<file path="src/rtl/uart_rx.sv">
// UART receiver: 1 start bit, 8 data bits LSB first, optional parity, 1 stop bit.
// Mid-bit sampling on a synchronized copy of the RX line; per-frame error flags.
module uart_rx #(
  parameter int unsigned CLOCK_FREQ_Mhz = 12,
  parameter int unsigned BAUD_RATE      = 9600,
  parameter logic [1:0]  PARITY_MODE    = 2'b00
) (
  input  logic       i_Clock,
  input  logic       i_Reset,
  input  logic       i_Data,
  output logic [7:0] o_Data,
  output logic       o_Valid,
  output logic       o_Parity_Err,
  output logic       o_Frame_Err,
  output logic       o_Idle
);

  localparam int unsigned COUNTER_LIMIT = (CLOCK_FREQ_Mhz * 1_000_000) / BAUD_RATE;
  localparam int unsigned CNT_W         = $clog2(COUNTER_LIMIT + 1);
  localparam int unsigned HALF          = COUNTER_LIMIT / 2;
  localparam logic [CNT_W-1:0] LIMIT_C  = CNT_W'(COUNTER_LIMIT);
  localparam logic [CNT_W-1:0] HALF_C   = CNT_W'(HALF);
  // Mode 2'b11 is treated as no parity.
  localparam bit PARITY_EN = (PARITY_MODE == 2'b01) || (PARITY_MODE == 2'b10);

  typedef enum logic [2:0] {
    S_IDLE   = 3'd0,
    S_START  = 3'd1,
    S_DATA   = 3'd2,
    S_PARITY = 3'd3,
    S_STOP   = 3'd4,
    S_BREAK  = 3'd5
  } state_t;

  state_t           state_q;
  logic [CNT_W-1:0] cnt_q;
  logic [2:0]       bit_cnt_q;
  logic [7:0]       shift_q;
  logic             par_err_q;
  logic             rx_meta_q;
  logic             rx_s_q;

  // Two-flop synchronizer; preset high so reset looks like an idle line.
  always_ff @(posedge i_Clock or posedge i_Reset) begin
    if (i_Reset) begin
      rx_meta_q <= 1'b1;
      rx_s_q    <= 1'b1;
    end else begin
      rx_meta_q <= i_Data;
      rx_s_q    <= rx_meta_q;
    end
  end

  // Receive FSM with registered byte, strobe and error flags.
  always_ff @(posedge i_Clock or posedge i_Reset) begin
    if (i_Reset) begin
      state_q      <= S_IDLE;
      cnt_q        <= '0;
      bit_cnt_q    <= '0;
      shift_q      <= '0;
      par_err_q    <= 1'b0;
      o_Data       <= '0;
      o_Valid      <= 1'b0;
      o_Parity_Err <= 1'b0;
      o_Frame_Err  <= 1'b0;
      o_Idle       <= 1'b1;
    end else begin
      o_Valid <= 1'b0;
      case (state_q)
        S_IDLE: begin
          o_Idle <= 1'b1;
          if (!rx_s_q) begin
            cnt_q   <= '0;
            o_Idle  <= 1'b0;
            state_q <= S_START;
          end
        end
        S_START: begin
          if (cnt_q == HALF_C) begin
            if (!rx_s_q) begin
              cnt_q     <= '0;
              bit_cnt_q <= '0;
              state_q   <= S_DATA;
            end else begin
              // False start: drop back without touching data or flags.
              o_Idle  <= 1'b1;
              state_q <= S_IDLE;
            end
          end else begin
            cnt_q <= cnt_q + CNT_W'(1);
          end
        end
        S_DATA: begin
          if (cnt_q == LIMIT_C) begin
            shift_q[bit_cnt_q] <= rx_s_q;
            cnt_q              <= '0;
            if (bit_cnt_q == 3'd7) begin
              state_q <= PARITY_EN ? S_PARITY : S_STOP;
            end else begin
              bit_cnt_q <= bit_cnt_q + 3'd1;
            end
          end else begin
            cnt_q <= cnt_q + CNT_W'(1);
          end
        end
        S_PARITY: begin
          if (cnt_q == LIMIT_C) begin
            par_err_q <= ((^shift_q) ^ PARITY_MODE[0]) != rx_s_q;
            cnt_q     <= '0;
            state_q   <= S_STOP;
          end else begin
            cnt_q <= cnt_q + CNT_W'(1);
          end
        end
        S_STOP: begin
          if (cnt_q == LIMIT_C) begin
            o_Data       <= shift_q;
            o_Parity_Err <= PARITY_EN ? par_err_q : 1'b0;
            o_Frame_Err  <= ~rx_s_q;
            o_Valid      <= 1'b1;
            cnt_q        <= '0;
            if (rx_s_q) begin
              o_Idle  <= 1'b1;
              state_q <= S_IDLE;
            end else begin
              // Line held low past the stop bit: wait for release before re-arming.
              state_q <= S_BREAK;
            end
          end else begin
            cnt_q <= cnt_q + CNT_W'(1);
          end
        end
        S_BREAK: begin
          if (rx_s_q) begin
            o_Idle  <= 1'b1;
            state_q <= S_IDLE;
          end
        end
        default: begin
          o_Idle  <= 1'b1;
          state_q <= S_IDLE;
        end
      endcase
    end
  end

endmodule
</file>
<file path="config.mk">
export PLATFORM = sky130hd
export DESIGN_NAME = uart_rx
export DESIGN_NICKNAME = d
export VERILOG_FILES = /design/src/rtl/uart_rx.sv
export SDC_FILE = /design/constraint.sdc
export NUM_CORES = 1
export LEC_CHECK = 0
export ABC_AREA = 0
export CORE_MARGIN = 2
export CORE_UTILIZATION = 50
export CTS_BUF_LIST = sky130_fd_sc_hd__clkbuf_2
export DETAILED_ROUTE_END_ITERATION = 12
export MAX_ROUTING_LAYER = met4
export PLACE_DENSITY_LB_ADDON = 0.2
export SYNTH_ARGS = -nofsm -noshare
export SYNTH_HDL_FRONTEND = slang
export SYNTH_SLANG_ARGS = --single-unit
</file>
<file path="constraint.sdc">
create_clock -name i_Clock -period 2.5 [get_ports i_Clock]
set_input_delay 0.75 -clock i_Clock [delete_from_list [all_inputs] [get_ports i_Clock]]
set_output_delay 0.75 -clock i_Clock [all_outputs]
set_load 0.01 [all_outputs]
</file>
## After elaboration in Yosys (flattened, before gate mapping)

Cells that the tools add are included.
Widths: inputs -> output; s select.

| storage, ports and cells | value |
|---|---|
| bits in registers | 38 |
| latch bits | 0 |
| RAM bits | 0 |
| memory bits (read-only) | 0 |
| bits of input ports | 3 |
| output and inout bits | 12 |
| logic and storage cells | 73 |
| memories | 0 |

| cells by class | value |
|---|---|
| add/subtract/negate cells | 2 |
| multiply operators | 0 |
| divide/modulo/power cells | 0 |
| order comparisons | 2 |
| equality and inequality tests | 17 |
| shift operators | 0 |
| mux-type cells | 29 |
| bitwise gates (word level) | 2 |
| reductions and logical operators | 11 |

Operator list:

| operator | count |
|---|---|
| $mux 3 | 12 |
| $mux 11 | 3 |
| $pmux 11 s3 | 1 |
| $ne 2x2->1 const B | 9 |
| $pmux 3 s6 | 1 |
| $add 11x1->11 const B | 1 |
| $eq 11x10->1 const B | 1 |
| $eq 11x11->1 const B | 1 |
| $eq 3x3->1 const B | 3 |
| $bwmux 8 | 1 |
| $mux 1 | 7 |
| $reduce_and 7->1 | 1 |
| $eq 3x2->1 const B | 2 |
| $pmux 3 s2 | 1 |
| $pmux 1 s5 | 1 |
| $reduce_and 5->1 | 1 |
| $lt 3x4->1 const B | 1 |
| $reduce_and 2->1 | 2 |
| $add 3x1->3 const B | 1 |
| $demux 1 s3 | 1 |
| $eq 3x1->1 const B | 1 |
| $ge 3x1->1 const B | 1 |
| $logic_not 3->1 | 1 |
| $reduce_and 3->1 | 1 |
| other kinds (7) | 8 |

## Depth between registers and ports, before layout

| depth | value |
|---|---|
| word-level depth | 5 |
| mapped depth | 9 |
| gate-level depth less buffers | 7 |

## Worst setup path before layout

Ideal clock, no wire load.

| timing path | value |
|---|---|
| path type | register to register |
| from | reg cnt_q[0] |
| to | reg shift_q[2] |
| setup time | 128 ps |
| arrival time | 2248 ps |
| data required time | 2372 ps |
| slack | 124 ps |
| cell stages (with the launch flop) | 9 |
| path buffers | 1 |
| period minus slack after synthesis | 2376 ps |
| cells stage by stage | dfrtp_1 inv_1 ha_1 nand4bb_1 or4b_1 buf_2 or3_4 nor4b_2 mux2_1 |

| between the ends | value |
|---|---|
| longest elaborated chain between the ends | 2 |

Ends and longest elaborated chain:

| element | line | text |
|---|---|---|
| from (decl) | 36 | `logic [CNT_W-1:0] cnt_q;` |
| from (signal assigned) | 90 | `cnt_q <= cnt_q + CNT_W'(1);` |
| from (signal assigned) | 103 | `cnt_q <= cnt_q + CNT_W'(1);` |
| from (signal assigned) | 112 | `cnt_q <= cnt_q + CNT_W'(1);` |
| $eq 11x11->1 | 94 | `if (cnt_q == LIMIT_C) begin` |
| $reduce_and 2->1 (no line) | -- |  |
| to (signal, indexed assignment) | 95 | `shift_q[bit_cnt_q] <= rx_s_q;` |
| to (decl) | 38 | `logic [7:0] shift_q;` |

No other way between the ends.
A chain may end at the register's enable or synchronous reset.

## Final worst setup path

Same ends and word-level chain as after synthesis.

==> results <==
- The count of input and output buffers is 13.
- The timing-limited maximum frequency is 0.4141 GHz.
- The global-route wire length before repair is 6382 um.
- In the synthesized netlist the dominant register cell turns out to be sky130_fd_sc_hd__dfrtp_1.
- The number of global-route vias before repair is 1361.
- Overall power consumption after layout is estimated at 902.5 uW.
- Dividing the detail-routed wire length by the instance count gives 14.34 um.
- The first-pass iteration count of the detailed router is 4.
- Summed over all failing endpoints, the final setup total negative slack is 0 ps.
- After synthesis, the cell types taking the most area are sky130_fd_sc_hd__dfrtp_1 46%, sky130_fd_sc_hd__nand2_1 6.7%, sky130_fd_sc_hd__mux2_2 5.3%, sky130_fd_sc_hd__dfstp_2 4.1%, sky130_fd_sc_hd__ha_1 3.3%.
- In this run the horizontal extent of the chip is 65.70 um.
- The initial antenna violation count is 0.
- Measured along the y axis, the die boundary spans 65.70 um.
- Across all layers, the routed design uses 1439 vias.
- The worst path in the final design needs a cycle of 2415 ps, including I/O delays and setup.
- The clock latency on the worst-skew pair is 390 ps.
- Across all setup checks in the final design, the least slack found is 85.32 ps.
- The net total in the final layout is 215.
- The synthesized design contains 38 register bits.
- The remaining max-slew budget at the tightest pin is 61.77%.
- The clock buffer count from CTS is 5.
- After legalization and detailed placement, the total HPWL measured 2600 um.
- The global-route total usage across every layer is 20.31%.
- For this design, the CTS-stage hold fixing added 0 buffers.
- After synthesis the cells add up to 1903 um2.
- The number of remaining DRC errors is 0.
- The core region is 3661 um2.
- The H-tree generated during clock tree synthesis spans 2 levels.
- The synthesis warning total is 0.
- Across the run, the number of max-cap violations was 0.
- The initial detailed-routing violation count is 137.
- The synthesized-area fraction occupied by xor and xnor cells is 1.381%.
- The number of nets still failing antenna checks after routing is 0.
- The layout overhead on the synthesized area is 15.98%.
- The number of top-level design ports is 15.
- Setup violations remaining at the end of the flow were counted as 0.
- The critical path required time is 2780 ps.
- The data arrival time of the critical path is 2690 ps.
- The post-layout utilization of the core is 60.29%.
- The area share of fa/ha/maj cells after synthesis is 3.287%.
- The synthesized-area fraction occupied by ao, oa, aoi and oai cells is 12.89%.
- After routing the design area is 2207 um2.
- Across the whole layout, storage elements account for 955.9 um2.
- After synthesis, the largest family of logic cells by area is simple AND/OR/NAND/NOR gates.
- Counting distinct cell types in the post-synthesis netlist gives 47.
- The count of inserted antenna diode cells is 0.
- The starting density of the core is 51.98%.
- The sequential element share of the synthesized area is 50.16%.
- The count of endpoints failing hold in the final timing report is 0.
- The buffer type at the clock tree root is sky130_fd_sc_hd__clkbuf_2.
- The final period utilization is 96.59%.
- The type of the setup path with the least slack is register to register.
- In this run, synthesis inferred 0 flip-flops with an integrated enable.
- The clock passes through at most 2 buffers.
- OpenSTA, run right after detailed placement, puts the worst setup slack at 109.5 ps.
- Setup repair after global routing could not meet its margin everywhere.
- After clock tree synthesis, the clock-pin slew on the worst setup and hold paths is 190 ps.
- STA classifies the critical path startpoint as a register.
- The share of flip-flops with an asynchronous set or reset is 100.0%.
- Global routing finished with a remaining overflow of 0.
- The simple-gate share of the synthesized area is 22.29%.
- Multiplexer cells account for 5.917% of the synthesized area.
- The combined area of the multi-input logic cells is 917.1 um2.
- The number of vias per cell after detailed routing is 5.621.
- After technology mapping, the gate count stands at 188.
- The library cell with the largest summed area after synthesis is sky130_fd_sc_hd__dfrtp_1.
- The wire length reported by the detailed router is 3671 um.
- The placed instances occupy a cell area of 2102 um2.
- The row count is 22.
- Sorting the synthesized cells by how often they occur yields 35 x sky130_fd_sc_hd__dfrtp_1, 34 x sky130_fd_sc_hd__nand2_1, 9 x sky130_fd_sc_hd__mux2_2.
- The floorplan step defined a die boundary enclosing 4316 um2.
- The slew at the pin with the worst max-slew slack is 569.1 ps.
- The fraction of layout instances using a drive strength above 1 is 20.67%.
- Of the post-synthesis cell area, the dominant cell type holds 46.02%.
- The type of the worst min-delay path is register to register.
- Averaged over all synthesized cells, the footprint is 10.12 um2.
- The routability congestion estimate from global placement is 0.8594.
- The largest net degree at the start of global routing is 39.
- The number of pins exceeding their max-slew limit in the final report is 0.
- The ratio of total power to cell area is 408.9 nW/um2.
- The number of nets in the synthesized netlist is 196.
- Summed over all cells, the static leakage comes to 0.0009921 uW.
- The worst clock skew is 19.58 ps.
- The filler cell count in the final layout is 314.
- TritonCTS built the clock tree.
- The number of sinks driven by the clock tree is 38.
- Among all cell types in the netlist, the one instantiated most often is sky130_fd_sc_hd__dfrtp_1.
- Along the worst path, the maximum fanout reaches 6.
- The flow ran to the end, and the final reports show no timing, DRC or antenna violations.
- The maximum ir drop on the vdd rail is 0.3332 mV.
- The worst setup path is captured at a register.
worst max-delay path: stages, from the launching register on:
cell                        delay [ps]
sky130_fd_sc_hd__dfrtp_2           480
sky130_fd_sc_hd__inv_2              70
sky130_fd_sc_hd__ha_1              150
sky130_fd_sc_hd__nand4bb_1          90
sky130_fd_sc_hd__or4b_4            500
sky130_fd_sc_hd__or3_4             390
sky130_fd_sc_hd__nor4b_4           270
sky130_fd_sc_hd__mux2_1            350
cells by family (layout without fill, tap and decap cells):
group | count (synthesis) | after routing
buffers and inverters | 18 | 38
muxes | 10 | 10
and+or+nand+nor | 77 | 77
DFF | 38 | 38
adders and majority gates | 5 | 5
xor gates and xnor gates | 3 | 3
other | 1 | 1
AOI/OAI and AO/OA | 36 | 36
sequential cells by signal (all words and copies together) (netlist names):
| name | flops |
|---|---|
| bit_cnt_q | 3 |
| rx_s_q | 1 |
| o_Valid | 1 |
| state_q | 3 |
| o_Data | 8 |
| shift_q | 8 |
| cnt_q | 11 |
| o_Frame_Err | 1 |
| rx_meta_q | 1 |
| o_Idle | 1 |
cell usage in the layout (no fill, tap or decap), types with 2 or more instances in the layout:
master / n
sky130_fd_sc_hd__nor3_1: 4
sky130_fd_sc_hd__clkdlybuf4s50_1: 13
sky130_fd_sc_hd__inv_1: 5
sky130_fd_sc_hd__clkbuf_2: 6
sky130_fd_sc_hd__nand2b_1: 4
sky130_fd_sc_hd__mux2_2: 8
sky130_fd_sc_hd__a22o_1: 3
sky130_fd_sc_hd__xnor2_1: 2
sky130_fd_sc_hd__a21oi_1: 5
sky130_fd_sc_hd__nand4b_1: 4
sky130_fd_sc_hd__a31oi_1: 6
sky130_fd_sc_hd__nor4b_4: 2
sky130_fd_sc_hd__nand2_1: 34
sky130_fd_sc_hd__dfstp_2: 3
sky130_fd_sc_hd__dfrtp_1: 34
sky130_fd_sc_hd__nand4_1: 4
sky130_fd_sc_hd__nand4bb_1: 2
sky130_fd_sc_hd__or2_2: 2
sky130_fd_sc_hd__o311ai_0: 2
sky130_fd_sc_hd__nor3_2: 2
sky130_fd_sc_hd__o21ai_0: 8
sky130_fd_sc_hd__and3_1: 3
sky130_fd_sc_hd__nand3_1: 4
sky130_fd_sc_hd__nor4_2: 2
sky130_fd_sc_hd__ha_1: 5
sky130_fd_sc_hd__nor2_1: 5
sky130_fd_sc_hd__buf_4: 11
worst paths after layout:
path / startpoint / endpoint / slack [ps] / cells past startpoint
min: rx_meta_q / rx_s_q / 370 / 0
max reg2reg: cnt_q[0] / shift_q[2] / 90 / 7
max in group asynchronous: i_Reset / rx_meta_q / 1420 / 3
min reg2reg: rx_meta_q / rx_s_q / 370 / 0
max: cnt_q[0] / shift_q[2] / 90 / 7
min in group asynchronous: i_Reset / cnt_q[6] / 740 / 3
routing by layer:
metal	vias up	global-route usage [%]	routed length [um]
li1	714	-	-
met1	687	28.01	1762
met2	33	28.91	1666
met3	5	5.651	184
met4	0	7.031	57
met5	-	-	0
timing repair:
| item | in CTS | in global routing |
|---|---|---|
| gates resized for setup | 0 | 9 |
| setup endpoints to repair | 0 | 11 |
| buffers inserted | 0 | 3 |
cell type report:
type                    instances  share of cell area (%)
repair buffers                 24                   9.637
inverters                       6                   1.020
clock inverters                 2                  0.3968
well taps                      48                   2.721
clock buffers                   6                   1.361
multi-input cells             132                   41.55
flip-flops and latches         38                   43.31
report_power, final:
group	internal (uW)	total (uW)	leakage (uW)	switching, uW
logic	4.44	17.7	0.000458	13.2
registers	618	622	0.000504	3.55
clock network	68.7	263	0.0000304	194
through the flow:
stage	hold slack [ps]	instances
after global routing	380.9	256
after global placement	348.1	245
after CTS	373.1	253
after detailed placement	349.1	245
final	370.9	256
after floorplan	345.2	188
Note: power is estimated with default switching activity, not from simulation.
